===== config.mk =====
export PLATFORM = sky130hd
export DESIGN_NAME = fifo_drain
export DESIGN_NICKNAME = d
export VERILOG_FILES = /design/src/rtl/fifo_drain_pkg.sv /design/src/rtl/fifo_drain_skid.sv /design/src/rtl/fifo_drain.sv
export SDC_FILE = /design/constraint.sdc
export NUM_CORES = 1
export LEC_CHECK = 0
export ABC_CLOCK_PERIOD_IN_PS = 4590
export CAP_MARGIN = 20
export CORE_AREA = 2 2 78 87
export CTS_BUF_LIST = sky130_fd_sc_hd__clkbuf_2
export DETAILED_ROUTE_END_ITERATION = 16
export DIE_AREA = 0 0 80 89
export PLACE_DENSITY = 0.84
export SYNTH_ARGS = -nofsm -noshare
export SYNTH_HDL_FRONTEND = slang
export SYNTH_SLANG_ARGS = --single-unit

===== constraint.sdc =====
create_clock -name clk -period 4.59 [get_ports clk]
set_clock_uncertainty 0.1 [all_clocks]
set_input_delay 0.6885 -clock clk [delete_from_list [all_inputs] [get_ports clk]]
set_output_delay 0.6885 -clock clk [all_outputs]
set_load 0.05 [all_outputs]

===== src/rtl/fifo_drain_pkg.sv =====
// Shared types and constants for the FIFO drain engine: FSM states, counter width, defaults.
package fifo_drain_pkg;

    typedef enum logic [1:0] {
        ST_IDLE   = 2'd0,
        ST_RUN    = 2'd1,
        ST_FINISH = 2'd2
    } state_t;

    localparam int CNT_W         = 16;
    localparam int DEF_WIDTH     = 16;
    localparam int DEF_FRAME_LEN = 4;

endpackage


===== src/rtl/fifo_drain_skid.sv =====
// Two-entry output buffer holding data plus frame-last tag; push lands next cycle,
// head is presented combinationally and only moves on pop (stable under backpressure).
module fifo_drain_skid
    import fifo_drain_pkg::*;
#(
    parameter int WIDTH = DEF_WIDTH
) (
    input  logic             clk,
    input  logic             rst_,
    input  logic             push,
    input  logic [WIDTH-1:0] push_data,
    input  logic             push_last,
    input  logic             pop,
    output logic [WIDTH-1:0] head_data,
    output logic             head_last,
    output logic [1:0]       count
);

    logic [WIDTH-1:0] tail_data;
    logic             tail_last;

    always_ff @(posedge clk) begin
        if (!rst_) begin
            count     <= 2'd0;
            head_data <= '0;
            head_last <= 1'b0;
            tail_data <= '0;
            tail_last <= 1'b0;
        end else begin
            if (pop) begin
                if (count == 2'd2) begin
                    head_data <= tail_data;
                    head_last <= tail_last;
                    if (push) begin
                        tail_data <= push_data;
                        tail_last <= push_last;
                    end
                end else if (push) begin
                    head_data <= push_data;
                    head_last <= push_last;
                end
            end else if (push) begin
                if (count == 2'd0) begin
                    head_data <= push_data;
                    head_last <= push_last;
                end else begin
                    tail_data <= push_data;
                    tail_last <= push_last;
                end
            end
            count <= count + {1'b0, push} - {1'b0, pop};
        end
    end

endmodule


===== src/rtl/fifo_drain.sv =====
// Drains an upstream FIFO into a valid/ready stream framed in FRAME_LEN-word frames.
// fifo_read -> m_valid takes 2 cycles; reads are throttled so buffer plus in-flight never exceeds 2.
module fifo_drain
    import fifo_drain_pkg::*;
#(
    parameter int WIDTH     = DEF_WIDTH,
    parameter int FRAME_LEN = DEF_FRAME_LEN
) (
    input  logic             clk,
    input  logic             rst_,
    input  logic [WIDTH-1:0] fifo_data_out,
    input  logic             fifo_empty,
    input  logic             fifo_full,
    input  logic             fifo_write,
    output logic             fifo_read,
    input  logic             drain_en,
    output logic [WIDTH-1:0] m_data,
    output logic             m_valid,
    output logic             m_last,
    input  logic             m_ready,
    output logic [CNT_W-1:0] word_cnt,
    output logic [CNT_W-1:0] frame_cnt,
    output logic             busy
);

    localparam int BEAT_W = (FRAME_LEN > 1) ? $clog2(FRAME_LEN) : 1;
    localparam logic [BEAT_W-1:0] LAST_BEAT = BEAT_W'(FRAME_LEN - 1);

    state_t            state;
    state_t            state_nxt;
    logic [BEAT_W-1:0] issue_beat;
    logic              inflight;
    logic              inflight_last;
    logic [1:0]        count;
    logic [WIDTH-1:0]  head_data;
    logic              head_last;
    logic              pop;
    logic              rd_acc;
    logic              frame_boundary;
    logic [2:0]        occupancy;

    assign m_valid        = (count != 2'd0);
    assign m_data         = head_data;
    assign m_last         = head_last && m_valid;
    assign pop            = m_valid && m_ready;
    assign frame_boundary = (issue_beat == '0);
    // Slots already committed after this cycle's pop; a new read needs one free.
    assign occupancy      = {1'b0, count} + {2'b0, inflight} - {2'b0, pop};
    // Upstream gives a simultaneous write priority, so such a read returns nothing.
    assign rd_acc         = fifo_read && !(fifo_write && !fifo_full);

    always_ff @(posedge clk) begin
        if (!rst_) begin
            state <= ST_IDLE;
        end else begin
            state <= state_nxt;
        end
    end

    always_comb begin
        state_nxt = state;
        case (state)
            ST_IDLE:   if (drain_en) state_nxt = ST_RUN;
            ST_RUN:    if (!drain_en) state_nxt = ST_FINISH;
            ST_FINISH: begin
                if (drain_en) begin
                    state_nxt = ST_RUN;
                end else if (frame_boundary && (count == 2'd0) && !inflight) begin
                    state_nxt = ST_IDLE;
                end
            end
            default:   state_nxt = ST_IDLE;
        endcase
    end

    always_comb begin
        busy      = (state != ST_IDLE);
        fifo_read = rst_ && busy && !fifo_empty && (occupancy < 3'd2) &&
                    !((state == ST_FINISH) && frame_boundary);
    end

    always_ff @(posedge clk) begin
        if (!rst_) begin
            issue_beat    <= '0;
            inflight      <= 1'b0;
            inflight_last <= 1'b0;
            word_cnt      <= '0;
            frame_cnt     <= '0;
        end else begin
            inflight <= rd_acc;
            if (rd_acc) begin
                inflight_last <= (issue_beat == LAST_BEAT);
                issue_beat    <= (issue_beat == LAST_BEAT) ? '0 : issue_beat + BEAT_W'(1);
            end
            if (pop) begin
                word_cnt <= word_cnt + CNT_W'(1);
                if (m_last) begin
                    frame_cnt <= frame_cnt + CNT_W'(1);
                end
            end
        end
    end

    fifo_drain_skid #(
        .WIDTH(WIDTH)
    ) u_skid (
        .clk      (clk),
        .rst_     (rst_),
        .push     (inflight),
        .push_data(fifo_data_out),
        .push_last(inflight_last),
        .pop      (pop),
        .head_data(head_data),
        .head_last(head_last),
        .count    (count)
    );

endmodule


==> flow_summary.json, run 1 <==
{
  "grt_util_all_layers_pct": 19.4,
  "firstDrtPassIters": 7,
  "r2r_end": "issue_beat[0]",
  "cp_num_cells": 8,
  "hpwlAfterDp_mm": 4.49,
  "timing.max_slew.rel_slack_pct": 28.3,
  "fin_crit_ns": 3.87,
  "grt_pass1_vias": 2438,
  "cts_buffers": 9,
  "drc": 0,
  "worstSetupEndpointType": "output pin",
  "switchingPower_w": 0.000292,
  "synth_common_cells": "dfxtp_1, nor2_1, mux2i_1",
  "fin_tns_setup_ns": 0,
  "finalSetupViolCount": 0,
  "via_count": 2639,
  "drive_above_1_share_pct": 6.79,
  "drv_cap": 0,
  "grt_max_degree": 64,
  "status": "finished, final reports clean",
  "vias_per_cell": 5.21,
  "wl_per_cell_um": 13.1,
  "maxSlewViolCount": 0,
  "num_rows": 30,
  "crit_slowest_cell": "clkdlybuf4s50_1",
  "synth_area_mm2": 0.00333,
  "syn_area_per_cell_um2": 9.40,
  "swShare_pct": 24.9,
  "p_leak_nw": 1.72,
  "antenna_cells": 0,
  "initial_utilization_pct": 54.0,
  "p_comb_share_pct": 9.6,
  "clockRootBuffer": "clkbuf_2",
  "slowest_delay_ns": 0.80,
  "cp.required_ns": 3.80,
  "grt_pass1_wl_mm": 10.8,
  "crit_family": "buffers and inverters",
  "die_h_um": 89,
  "rsz0062_at_grt": "no",
  "core_area_mm2": 0.00616,
  "ys_warn_count": 0,
  "drtIter0Drc": 77,
  "yosysMostFrequentCell": "dfxtp_1",
  "die_x_um": 80,
  "worstSetupStartpointType": "input pin",
  "post-cts-setup-buffers": 0,
  "clkTransAtPathRegs_ns": 0.18,
  "ant_nets": 0,
  "cts_tree": "yes",
  "p_int_w": 0.000878,
  "ys_seq_elements": 74,
  "fin_crit_sh_pct": 84.3,
  "p_seq_share_pct": 56.5,
  "regToRegSetupSlack_ns": 1.89,
  "synth.area.top_cells": "dfxtp_1, mux2i_1, nor2_1, xnor2_1, a211oi_1",
  "p_clk_share_pct": 33.9,
  "cts_hold_buf": 0,
  "synth_area_leader_cell": "dfxtp_1",
  "r2r_start": "u_skid.count[0]",
  "place.gp.congestion": 0.786,
  "synth_cells": 354,
  "cts_sinks": 74,
  "cp_max_fo": 18,
  "critical_path_class": "input pin to output pin",
  "drt_wl_total_mm": 6.63,
  "die_area_mm2": 0.00712,
  "worstSkewPairLatency_ns": 0.51,
  "dp_cells": 491,
  "post_cts_resized": 0,
  "hold_class": "flip-flop to flip-flop",
  "antenna_found_initial": 0,
  "worstRegToRegCells": 8,
  "crit_path_start": "m_ready",
  "clock_path_buffers": 2,
  "tightest_slew_ns": 1.08,
  "vdd_drop_max_uv": 188,
  "htreeDepth": 3,
  "yosysUniqueCellTypes": 41,
  "cp.buffers_inverters": 4,
  "ys_async_sr_fraction_pct": 0,
  "io-pin-count": 75,
  "path_cells": "clkdlybuf4s50_1 -> nand3_1 -> buf_4 -> fa_1 -> nor2_1 -> o2111ai_1 -> inv_1 -> buf_12",
  "yosysTopAreaCellShare_pct": 44.5,
  "crit_arrival_ns": 3.08,
  "synth_edf_count": 0,
  "hold_viol": 0,
  "numPortBuffers": 74,
  "fmax_mhz": 259,
  "layout.nets": 451,
  "synth_nets": 383,
  "area_delta_synth_final_pct": 26.5,
  "gr-total-overflow": 0,
  "powerDensity_mw_per_mm2": 278,
  "synth_ff_type": "dfxtp_1",
  "finalNonFillerCells": 507,
  "endpoint": "fifo_read",
  "seq_area_frac_synth_pct": 44.5
}
## layer usage
metal	up-vias	GRT usage, %	part of all wire [%]
met5	-	0	0
met4	0	7.55	1.7
met3	10	4.44	4.4
met2	61	33.8	48
met1	1216	23.3	46
li1	1352	-	-
## registers in the layout, indices dropped and copies added, names as in the netlist
signal	cells
word_cnt	16
state	2
inflight	1
u_skid.count	2
u_skid.tail_last	1
issue_beat	2
frame_cnt	16
inflight_last	1
u_skid.head_data	16
u_skid.head_last	1
u_skid.tail_data	16
## power groups by stage
stage / clock network, W / registers [W] / logic (W)
after detailed placement: 0 / 0.000674 / 0.000113
after global routing: 0.000437 / 0.000663 / 0.000121
final: 0.000396 / 0.000660 / 0.000113
after global placement: 0 / 0.000673 / 0.000112
after CTS: 0.000404 / 0.000661 / 0.000113
after floorplan: 0 / 0.000698 / 0.0000434
## area by class of cell
type / count / area (µm²)
clock buffer: 10 / 50.0
clock inverter: 6 / 81.3
fill: 504 / 1950
inverter: 13 / 48.8
multi-input combinational: 248 / 1680
sequential: 74 / 1480
tap: 80 / 100
timing repair buffer: 76 / 766
## worst min-delay path by stage
stage          slack [ns]            end  cells after the start          start
3_3_place_gp         0.36   word_cnt[15]                      2   word_cnt[15]
4_1_cts              0.40   word_cnt[15]                      2   word_cnt[15]
5_1_grt              0.42  frame_cnt[15]                      2  frame_cnt[15]
3_5_place_dp         0.36   word_cnt[15]                      2   word_cnt[15]
2_1_floorplan        0.34       state[0]                      1       state[1]
6_report             0.39   word_cnt[15]                      2   word_cnt[15]
## logic make-up (layout without fill, tap and decap cells)
kind of cell             count (synthesis)  in the layout  synth area share [%]
AO/OA/AOI/OAI                           37             37                  8.95
flip-flops                              74             74                  44.5
buffers and inverters                   32            105                  4.96
adder cells (fa/ha/maj)                  6              6                  2.48
XOR/XNOR                                21             21                  5.53
AND/OR/NAND/NOR                        141            141                  20.6
multiplexers                            43             43                  13.0
## layout by cell type, fill, tap and decap left out, drive strengths merged
cell	count
a21oi	5
xor2	4
and2b	1
or3	3
inv	13
nor4	8
clkinv	3
nand4	5
nand2	22
xnor2	17
nor2b	3
clkbuf	10
nor2	62
or4	1
bufinv	2
o211ai	2
o2111ai	3
nand2b	7
clkinvlp	1
mux2	1
dfxtp	74
and2	3
o21ai	8
fa	1
a211oi	17
buf	3
clkdlybuf4s50	73
nor3	9
or2	2
mux2i	42
ha	5
o31ai	2
or4b	1
nand3	14
## worst reg2reg max path, delay by kind of cell (launching register included)
family / cells / cell delay, ns
simple gates: 3 / 0.74
compound gates: 2 / 0.24
buf+inv: 2 / 0.43
fa+ha+maj: 1 / 0.49
flops: 1 / 0.62
## stage by stage
stage	cell area [µm²]	hold slack [ns]	total power (W)	setup WS [ns]	utilization, %
floorplan	3330	0.344	0.000742	1.32	-
global placement	4080	0.356	0.000785	0.785	66.2
detailed placement	4080	0.365	0.000786	0.743	66.2
CTS	4210	0.395	0.00118	0.727	68.4
global route	4210	0.419	0.00122	0.508	68.4
finish	4210	0.390	0.00117	0.722	68.4
(Power assumes the default switching activity.)
==> inputs of run 2 (changes only) <==
--- a/config.mk
+++ b/config.mk
@@ -5,13 +5,13 @@
 export SDC_FILE = /design/constraint.sdc
 export NUM_CORES = 1
 export LEC_CHECK = 0
-export ABC_CLOCK_PERIOD_IN_PS = 4590
+export ABC_CLOCK_PERIOD_IN_PS = 4010
 export CAP_MARGIN = 20
-export CORE_AREA = 2 2 78 87
+export CORE_AREA = 2 2 80 89
 export CTS_BUF_LIST = sky130_fd_sc_hd__clkbuf_2
 export DETAILED_ROUTE_END_ITERATION = 16
-export DIE_AREA = 0 0 80 89
-export PLACE_DENSITY = 0.84
+export DIE_AREA = 0 0 82 91
+export PLACE_DENSITY = 0.81
 export SYNTH_ARGS = -nofsm -noshare
 export SYNTH_HDL_FRONTEND = slang
 export SYNTH_SLANG_ARGS = --single-unit
==> constraint.sdc (replaced) <==
create_clock -name clk -period 4.01 [get_ports clk]
set_clock_uncertainty 0.1 [all_clocks]
set_input_delay 0.6015 -clock clk [delete_from_list [all_inputs] [get_ports clk]]
set_output_delay 0.6015 -clock clk [all_outputs]
set_load 0.05 [all_outputs]
==> run 2 against run 1 <==
Against the previous run: non-clock buffer count grew 2; core utilization fell by 3.9 points; sequential share of layout area is 0.073 points higher; critical path type unchanged; largest cell class unchanged; hold slack worse by 0.0042 ns; clock-buffer cell count grew 3; register-to-register slack got worse by 0.69 ns; total power is 9.3% higher; first-iteration DRC count up 2.6%; critical path depth did not move.
==> flow_summary.json, run 2 (synthesized netlist as in run 1, its figures left out) <==
{
  "multi_input_area_mm2": 0.00168,
  "finalInstanceArea_mm2": 0.00420,
  "layout_common_cells": "dfxtp_1, clkdlybuf4s50_1, nor2_1, mux2i_1, nand2_1",
  "core_area_mm2": 0.00652,
  "ant_nets": 0,
  "worstSkewPairLatency_ns": 0.48,
  "vdd_drop_max_uv": 183,
  "fmax_mhz": 276,
  "gr-total-overflow": 0,
  "worstSetupStartpointType": "input pin",
  "place.gp.congestion": 0.746,
  "layout.nets": 453,
  "hpwlAfterDp_mm": 4.95,
  "cts_sinks": 74,
  "post-cts-setup-buffers": 0,
  "area_delta_synth_final_pct": 26.2,
  "whs_endpoint": "state[0]",
  "cp.required_ns": 3.31,
  "finalNonFillerCells": 511,
  "drtIter0Drc": 79,
  "num_rows": 31,
  "vias_per_cell": 5.21,
  "die_h_um": 91,
  "grt_pass1_vias": 2635,
  "fin_tns_setup_ns": 0,
  "fin_crit_sh_pct": 90.3,
  "htreeDepth": 3,
  "clockRootBuffer": "clkbuf_2",
  "antenna_found_initial": 0,
  "clkTransAtPathRegs_ns": 0.18,
  "fin_crit_ns": 3.62,
  "cts_buffers": 9,
  "firstDrtPassIters": 4,
  "critical_path_class": "input pin to output pin",
  "clock_path_buffers": 2,
  "drt_wl_total_mm": 6.86,
  "rsz0062_at_grt": "no",
  "worstRegToRegCells": 8,
  "initial_utilization_pct": 51.1,
  "antenna_cells": 0,
  "hold_start": "state[1]",
  "cts_tree": "yes",
  "post_cts_resized": 0,
  "drive_above_1_share_pct": 7.46,
  "powerDensity_mw_per_mm2": 304,
  "fillers": 540,
  "numPortBuffers": 74,
  "drv_cap": 0,
  "hold_viol": 0,
  "die_x_um": 82,
  "pre_cts_slack_ns": 0.425,
  "p_leak_nw": 1.72,
  "status": "finished, final reports clean",
  "r2r_start": "u_skid.count[0]",
  "regArea_mm2": 0.00148,
  "hold_path_depth": 1,
  "setup_slack_ns": 0.389,
  "cts_hold_buf": 0,
  "die_area_mm2": 0.00746,
  "hold_class": "flip-flop to flip-flop",
  "drc": 0,
  "final_common_cell": "dfxtp_1",
  "tightest_slew_ns": 0.616,
  "place_area_mm2": 0.00409,
  "cp_max_fo": 18,
  "wl_per_cell_um": 13.4,
  "crit_arrival_ns": 2.92,
  "grt_max_degree": 35,
  "grt_pass1_wl_mm": 11.6,
  "r2r_end": "issue_beat[0]",
  "dp_cells": 495,
  "io-pin-count": 75,
  "via_count": 2663,
  "maxSlewViolCount": 0,
  "finalSetupViolCount": 0,
  "regToRegSetupSlack_ns": 1.20,
  "worstSetupEndpointType": "output pin",
  "grt_util_all_layers_pct": 19.9,
  "timing.max_slew.rel_slack_pct": 58.8
}
-- run 2: stage by stage --
stage | total power, W | hold slack, ns | utilization (%)
floorplan | 0.000849 | 0.344 | -
global placement | 0.000900 | 0.359 | 62.8
detailed placement | 0.000902 | 0.360 | 62.8
CTS | 0.00129 | 0.389 | 64.4
global route | 0.00134 | 0.383 | 64.4
finish | 0.00128 | 0.385 | 64.4
-- run 2: cell type report --
class | count | area share [%]
repair buffers | 78 | 18.6
inverters | 13 | 1.16
clock inverters | 3 | 0.954
clock buffers | 13 | 1.55
flip-flops and latches | 74 | 35.3
multi-input cells | 248 | 40.0
well taps | 82 | 2.44
-- run 2: how the worst max path moves through the flow --
stage                endpoint  cells after the start  slack, ns            start
finish              fifo_read                      8       0.39          m_ready
global route        fifo_read                      8       0.21  u_skid.count[0]
CTS                 fifo_read                      8       0.41  u_skid.count[0]
detailed placement  fifo_read                      8       0.43          m_ready
global placement    fifo_read                      8       0.53          m_ready
floorplan           fifo_read                      9       0.91          m_ready
-- run 2: worst max-delay path: stages --
cell and delay (ns):
clkdlybuf4s50_1 0.68, nand3_1 0.16, buf_4 0.28, fa_1 0.52, nor2_1 0.11, o2111ai_1 0.17, inv_1 0.23, buf_12 0.16
-- run 2: metal layers --
layer  global-route usage, %  wire length, µm  vias up
li1                        -                -     1356
met1                    24.4             3030     1227
met2                    32.5             3360       66
met3                    4.77              308       14
met4                    8.75              164        0
met5                       0                0        -
-- run 2: power breakdown --
group | switching (W) | internal [W] | total (W)
clock network | 0.000239 | 0.000153 | 0.000392
registers | 0.00000809 | 0.000748 | 0.000756
logic | 0.0000770 | 0.0000533 | 0.000130
total | 0.000324 | 0.000954 | 0.00128
